**src/rtl/gpio_irq_mm.sv**
```systemverilog
// gpio_irq_mm: memory-mapped GPIO with output polarity, atomic set/clear/toggle,
// synchronised inputs with rise/fall edge capture and a masked level interrupt.
`timescale 1ns/1ps
module gpio_irq_mm #(
    parameter int               N_OUT       = 3,
    parameter int               N_IN        = 4,
    parameter int               SYNC_STAGES = 2,
    parameter logic [N_OUT-1:0] OUT_INV     = 3'b111,
    parameter logic [N_OUT-1:0] OUT_RESET   = '0
) (
    input  logic             clk,
    input  logic             reset,
    output logic [N_OUT-1:0] gpio_out,
    input  logic [N_IN-1:0]  gpio_in,
    output logic             irq,
    input  logic             rd_req,
    input  logic [31:0]      rd_addr,
    output logic [31:0]      rd_data,
    output logic             data_valid,
    input  logic             wr_req,
    input  logic [31:0]      wr_addr,
    input  logic [31:0]      wr_data
);
    localparam logic [31:0] A_OUT     = 32'h00;
    localparam logic [31:0] A_IN      = 32'h04;
    localparam logic [31:0] A_IRQ_EN  = 32'h08;
    localparam logic [31:0] A_RISE_EN = 32'h0C;
    localparam logic [31:0] A_FALL_EN = 32'h10;
    localparam logic [31:0] A_STATUS  = 32'h14;
    localparam logic [31:0] A_OUT_SET = 32'h18;
    localparam logic [31:0] A_OUT_CLR = 32'h1C;
    localparam logic [31:0] A_OUT_TGL = 32'h20;

    // Edge capture stays off until the synchroniser has been refilled from reset
    // and prev holds a real sample, so a pin already high at reset is not a rise.
    localparam int ARM_MAX = SYNC_STAGES + 1;
    localparam int ARM_W   = $clog2(ARM_MAX + 1);

    logic [SYNC_STAGES-1:0][N_IN-1:0] sync_q;
    logic [N_IN-1:0]  prev_q;
    logic [ARM_W-1:0] arm_cnt_q;
    logic [N_OUT-1:0] out_q, out_d;
    logic [N_IN-1:0]  irq_en_q, irq_en_d;
    logic [N_IN-1:0]  rise_en_q, rise_en_d;
    logic [N_IN-1:0]  fall_en_q, fall_en_d;
    logic [N_IN-1:0]  status_q, status_d;
    logic             irq_q;
    logic [31:0]      rd_data_q;
    logic             data_valid_q;

    logic [N_IN-1:0]  s_in;
    logic [N_IN-1:0]  edge_set;
    logic [N_IN-1:0]  w1c;
    logic             armed;
    logic             rd_hit;
    logic [31:0]      rd_val;
    logic             wr_data_unused;

    assign s_in     = sync_q[SYNC_STAGES-1];
    assign armed    = (arm_cnt_q == ARM_W'(ARM_MAX));
    assign gpio_out = out_q ^ OUT_INV;
    assign irq      = irq_q;
    assign rd_data  = rd_data_q;
    assign data_valid = data_valid_q;
    // Only the low bits of a write are meaningful; the rest are deliberately dropped.
    assign wr_data_unused = ^wr_data;

    // Edge detection and sticky status update; a new edge beats a same-cycle W1C.
    always_comb begin
        edge_set = '0;
        if (armed) begin
            edge_set = (s_in & ~prev_q & rise_en_q) | (~s_in & prev_q & fall_en_q);
        end
        w1c = '0;
        if (wr_req && wr_addr == A_STATUS) begin
            w1c = wr_data[N_IN-1:0];
        end
        status_d = (status_q & ~w1c) | edge_set;
    end

    // Register-file write decode, including the atomic OUT operations.
    always_comb begin
        out_d     = out_q;
        irq_en_d  = irq_en_q;
        rise_en_d = rise_en_q;
        fall_en_d = fall_en_q;
        if (wr_req) begin
            case (wr_addr)
                A_OUT:     out_d     = wr_data[N_OUT-1:0];
                A_OUT_SET: out_d     = out_q | wr_data[N_OUT-1:0];
                A_OUT_CLR: out_d     = out_q & ~wr_data[N_OUT-1:0];
                A_OUT_TGL: out_d     = out_q ^ wr_data[N_OUT-1:0];
                A_IRQ_EN:  irq_en_d  = wr_data[N_IN-1:0];
                A_RISE_EN: rise_en_d = wr_data[N_IN-1:0];
                A_FALL_EN: fall_en_d = wr_data[N_IN-1:0];
                default:   ;
            endcase
        end
    end

    // Read mux on current register values; unmapped offsets do not respond.
    always_comb begin
        rd_val = '0;
        rd_hit = 1'b1;
        case (rd_addr)
            A_OUT, A_OUT_SET, A_OUT_CLR, A_OUT_TGL: rd_val[N_OUT-1:0] = out_q;
            A_IN:      rd_val[N_IN-1:0] = s_in;
            A_IRQ_EN:  rd_val[N_IN-1:0] = irq_en_q;
            A_RISE_EN: rd_val[N_IN-1:0] = rise_en_q;
            A_FALL_EN: rd_val[N_IN-1:0] = fall_en_q;
            A_STATUS:  rd_val[N_IN-1:0] = status_q;
            default:   rd_hit = 1'b0;
        endcase
    end

    // Input synchroniser, previous sample and saturating arm counter.
    always_ff @(posedge clk or posedge reset) begin
        if (reset) begin
            sync_q    <= '0;
            prev_q    <= '0;
            arm_cnt_q <= '0;
        end else begin
            sync_q <= {sync_q[SYNC_STAGES-2:0], gpio_in};
            prev_q <= s_in;
            if (!armed) begin
                arm_cnt_q <= arm_cnt_q + ARM_W'(1);
            end
        end
    end

    // Control/status registers and the registered interrupt line.
    always_ff @(posedge clk or posedge reset) begin
        if (reset) begin
            out_q     <= OUT_RESET;
            irq_en_q  <= '0;
            rise_en_q <= '0;
            fall_en_q <= '0;
            status_q  <= '0;
            irq_q     <= 1'b0;
        end else begin
            out_q     <= out_d;
            irq_en_q  <= irq_en_d;
            rise_en_q <= rise_en_d;
            fall_en_q <= fall_en_d;
            status_q  <= status_d;
            irq_q     <= |(status_q & irq_en_q);
        end
    end

    // Read response: one-cycle valid pulse, data held until the next mapped read.
    always_ff @(posedge clk or posedge reset) begin
        if (reset) begin
            rd_data_q    <= '0;
            data_valid_q <= 1'b0;
        end else begin
            data_valid_q <= rd_req && rd_hit;
            if (rd_req && rd_hit) begin
                rd_data_q <= rd_val;
            end
        end
    end
endmodule

```
**config.mk**
```make
export PLATFORM = sky130hd
export DESIGN_NAME = gpio_irq_mm
export DESIGN_NICKNAME = d
export VERILOG_FILES = /design/src/rtl/gpio_irq_mm.sv
export SDC_FILE = /design/constraint.sdc
export NUM_CORES = 1
export LEC_CHECK = 0
export CAP_MARGIN = 10
export CELL_PAD_IN_SITES_DETAIL_PLACEMENT = 1
export CELL_PAD_IN_SITES_GLOBAL_PLACEMENT = 1
export CORE_ASPECT_RATIO = 1.4
export CORE_MARGIN = 2
export CORE_UTILIZATION = 30
export CTS_CLUSTER_DIAMETER = 50
export DETAILED_ROUTE_END_ITERATION = 7
export GPL_TIMING_DRIVEN = 0
export PLACE_DENSITY = 0.87
export SLEW_MARGIN = 20
export SYNTH_ARGS = -nofsm -noshare
export SYNTH_HDL_FRONTEND = slang
export SYNTH_SLANG_ARGS = --single-unit
export TNS_END_PERCENT = 1
```
**constraint.sdc**
```tcl
create_clock -name clk -period 3.5 [get_ports clk]
set_clock_uncertainty 0.1 [all_clocks]
set_input_delay 0.7 -clock clk [delete_from_list [all_inputs] [get_ports clk]]
set_output_delay 0.7 -clock clk [all_outputs]
set_load 0.005 [all_outputs]
```
Word-level counts from Yosys, hierarchy flattened
Cells that the tools add are included.
Widths: inputs -> output; s select.
- register bits after elaboration: 39
- latch bits: 0
- RAM bits: 0
- bits in read-only memories: 0
- bits of input ports: 104
- output and inout bits: 37
- word-level logic and storage cells: 63
- memories kept: 0
- add/sub/neg operators: 1
- $mul: 0
- divide/modulo/power cells: 0
- $lt $le $gt $ge: 0
- equality and inequality tests: 16
- shift-type cells: 0
- muxes and demuxes: 6
- bitwise operators: 16
- reductions and logical operators: 12
- operators by type and width (cell ; number):
    $eq 32x5->1 const B ; 8
    $eq 32x4->1 const B ; 4
    $eq 32x6->1 const B ; 2
    $logic_not 32->1 ; 2
    $eq 32x3->1 const B ; 1
    $and 4x4->4 ; 6
    $pmux 3 s6 ; 1
    $not 4->4 ; 3
    $pmux 3 s4 ; 1
    $reduce_or 9->1 ; 1
    $mux 4 ; 2
    $or 4x4->4 ; 2
    $reduce_and 2->1 ; 4
    $reduce_or 4->1 ; 2
    $not 3->3 ; 2
    $pmux 1 s5 ; 1
    $reduce_bool 4->1 ; 1
    $and 3x3->3 ; 1
    $or 3x3->3 ; 1
    $xor 3x3->3 ; 1
    $add 2x1->2 const B ; 1
    $eq 2x2->1 const B ; 1
    $logic_and 1x1->1 ; 2
    $mux 1 ; 1

Depth between registers and ports, before layout
- depth in word-level cells: 6
- depth in mapped cells: 6
- gate-level depth less buffers: 6

Worst setup path after synthesis
No wires, ideal clock.
- path type: input to register
- start point: input wr_addr[2]
- end point: register irq_en_q[0]
- setup time: 0.125 ns
- arrival: 2.025 ns
- data required time: 3.275 ns
- setup slack: 1.250 ns
- stages on the path: 4
- buffers on the path: 1
- cells stage by stage: buf_2 > or4_4 > nor4_4 > mux2_2
- word-level cells in the longest chain between the ends: 2
- RTL lines (element ; line ; text):
    start, declared ; 21 ; input logic [31:0] wr_addr,
    $eq 32x4->1 ; 88 ; case (wr_addr)
    $reduce_and 2->1 (no line) ; - ;
    end signal, assigned ; 142 ; irq_en_q <= irq_en_d;
    end, declared ; 43 ; logic [N_IN-1:0] irq_en_q, irq_en_d;
Every way passes these cells.
A chain may end at the register's enable or synchronous reset.

Final worst setup path
- start point: input rd_addr[4]
- end point: register rd_data_q[2] (netlist: rd_data[2])
- word-level cells in the longest chain between the ends: 4
- elaborated cells on any way between the ends: 14
- those cells by class: eq/ne (8); mux (2); reduce/logical (4)
- RTL lines (element ; line ; text):
    start, declared ; 17 ; input logic [31:0] rd_addr,
    $eq 32x5->1, or another cell as far along ; 105 ; case (rd_addr)
    $reduce_or 9->1 (no line) ; - ;
    $mux 1 ; 105 ;
    $logic_and 1x1->1 ; 157 ; if (rd_req && rd_hit) begin
    end signal, assigned ; 158 ; rd_data_q <= rd_val;
    end, declared ; 48 ; logic [31:0] rd_data_q;
Parallel ways exist; a longest one is shown, timed or not.

==> results.sh <==
export IMPL_ys_seq_area_share_pct=39.5
export IMPL_critPathLaunchType="input pin"
export IMPL_antenna_found_initial=0
export IMPL_num_io_pins=141
export IMPL_placement_io_buffers=83
export IMPL_start_util_pct=30.5
export IMPL_numClockSinks=39
export IMPL_period_needed_ps=2670
export IMPL_critical_path_max_stage_delay_ps=560
export IMPL_power_uw=1180
export IMPL_synthTopCellsByArea="dfrtp_1 39%, mux2_2 9.6%, buf_4 8.5%"
export IMPL_vdd_ir_drop_worst_uv=177
export IMPL_drc_errors=0
export IMPL_dr_pass1_iters=4
export IMPL_powerDensity_nw_per_um2=318
export IMPL_clock_latency_ps=290
export IMPL_yosys_warnings=0
export IMPL_finalWorstSetupSlack_ps=832
export IMPL_clkTransAtPathRegs_ps=60
export IMPL_status="completed"
export IMPL_drive_gt1_share_pct=21.5
export IMPL_crit_arrival_ps=2740
export IMPL_synth_ff_type="dfrtp_1"
export IMPL_post_drt_via_cell_ratio=5.00
export IMPL_hold_ws_ps=242
export IMPL_dieArea_um2=8990
export IMPL_slew_headroom_pct=62.0
export IMPL_postCtsHoldBufs=0
export IMPL_clk_root_buffer_cell="clkbuf_16"
export IMPL_num_vias=2232
export IMPL_cts_tree="yes"
export IMPL_grt_overflow=0
export IMPL_cts_buffers=5
export IMPL_grt_max_degree=37
export IMPL_hp_class="register to register"
export IMPL_mostFrequentLayoutCells="83 x clkdlybuf4s50_1, 39 x dfrtp_1, 28 x buf_4, 28 x conb_1, 21 x mux2_2"
export IMPL_grt_total_usage_pct=16.9
export IMPL_diodes=0
export IMPL_post_place_ws_ps=570
export IMPL_fp_dieW_um=80.7
export IMPL_final_setup_viol_count=0
export IMPL_slowest_stage="clkdlybuf4s50_1"
export IMPL_synth_top_cell_area_share_pct=39.5
export IMPL_setup_tns_ps=0
export IMPL_grt_pass1_vias=2461
export IMPL_endpoint_kind="register"
export IMPL_synth_async_reset_ratio_pct=100
export IMPL_max_cap_violations=0
export IMPL_wl_per_cell_um=16.6
export IMPL_die_y_um=111
export IMPL_post_cts_buffers=0
export IMPL_final_area_um2=3720
export IMPL_mostFrequentLayoutCell="clkdlybuf4s50_1"
export IMPL_drt_iter0_drc=86
export IMPL_syn2layout_area_growth_pct=50.7
export IMPL_synth_area_per_cell_um2=11.0
export IMPL_placed_area_um2=3550
export IMPL_min_period_over_period_pct=76.2
export IMPL_path_delay_family="simple AND/OR/NAND/NOR gates"
export IMPL_wl_um=7410
export IMPL_final_hold_violation_count=0
export IMPL_grt_pass1_wl_um=11800
export IMPL_synth_edff_count=0
export IMPL_synth_seq_cells=39
export IMPL_p_leak_uw=0.00160
export IMPL_timing_fmax_mhz=375
export IMPL_syn_area_um2=2470
export IMPL_drtAntennaViolNets=0
export IMPL_required_ps=3570
export IMPL_cts_resized_gates=0
export IMPL_nets=454
export IMPL_drv_slew=0
export IMPL_gp_congestion=0.850
export IMPL_path_max_fanout=8
export IMPL_nFillCells=902
export IMPL_dp_hpwl_um=5950
export IMPL_path_cells="clkdlybuf4s50_1, nor3_1, o21ai_0, nor3_2, mux2_2"
export IMPL_synthCells=225
export IMPL_rsz0062_at_grt="false"
export IMPL_cts_max_level=2
export IMPL_yosys_cell_types_count=42
export IMPL_fp_coreArea_um2=8100
export IMPL_clk_path_buf_depth=2
export IMPL_yosys_area_top_type="dfrtp_1"
export IMPL_criticalPathCategory="input pin to register"
export IMPL_worstMarginPinSlew_ps=565
export IMPL_core_rowCount=39
export IMPL_worstPathBufferInverterCount=1
## Yosys cell counts (4+ instances only)
library cell	instances
dfrtp_1	39
buf_4	28
mux2_2	21
nand2_1	15
nor4_1	15
inv_1	9
o21ai_0	9
ha_1	7
nand3b_1	6
nor4_4	6
a22o_1	5
nor3_1	5
mux2i_1	4
nand4_1	4
nor2_1	4
or4_1	4
## logic make-up (layout without fill, tap and decap cells)
logic type      after synthesis  after routing  share of synthesized area [%]
compound gates               32             32                           9.67
buf+inv                      39            131                           10.3
mux                          25             25                           11.2
xor+xnor                      1              1                          0.354
fa+ha+maj                     7              7                           3.54
flops                        39             39                           39.5
simple gates                 81             81                           25.3
other cells                   1             28                          0.152
## worst paths after layout
check / start / to / slack, ps / cells after the start
max in group asynchronous: reset / out_q[1] / 2390 / 3
hold / removal: sync_q[0] / s_in[0] / 240 / 0
setup / recovery: rd_addr[4] / rd_data[2] / 830 / 5
setup reg to reg: out_q[2] / out_q[2] / 1880 / 4
hold reg to reg: sync_q[0] / s_in[0] / 240 / 0
min in group asynchronous: reset / s_in[0] / 510 / 2
## per-layer routing
layer	up-vias	wire, um	track usage (%)
met5	-	0	0
met4	0	148	7.01
met3	10	554	3.81
met2	102	4020	31.4
met1	1078	2690	17.7
li1	1042	-	-
## area by class of cell
cell class | instances | area (um^2) | share of cell area (%)
multi-input cells | 174 | 1340 | 36.0
flip-flops and latches | 39 | 976 | 26.2
repair buffers | 84 | 851 | 22.8
plain buffers | 30 | 220 | 5.91
clock buffers | 6 | 139 | 3.73
well taps | 102 | 128 | 3.43
clock inverters | 2 | 35.0 | 0.941
inverters | 9 | 33.8 | 0.907
## report_power, final
| group | internal (uW) | switching, uW |
|---|---|---|
| Sequential | 458 | 4.86 |
| Combinational | 113 | 73.4 |
| Clock | 354 | 179 |
## metrics by stage
step | std cells | util, %
final | 446 | 46.0
after global routing | 446 | 46.0
after CTS | 446 | 46.0
after detailed placement | 438 | 43.8
after global placement | 437 | 43.6
after floorplan | 252 | -
## state kept, by name (all words and copies together), names as in the netlist, 2 cells and up
signal and flops:
rd_data 4, irq_en_q 4, rise_en_q 4, arm_cnt_q 2, prev_q 4, out_q 3, sync_q 4, fall_en_q 4
status_q 4, s_in 4
Note: power is estimated with default switching activity, not from simulation.
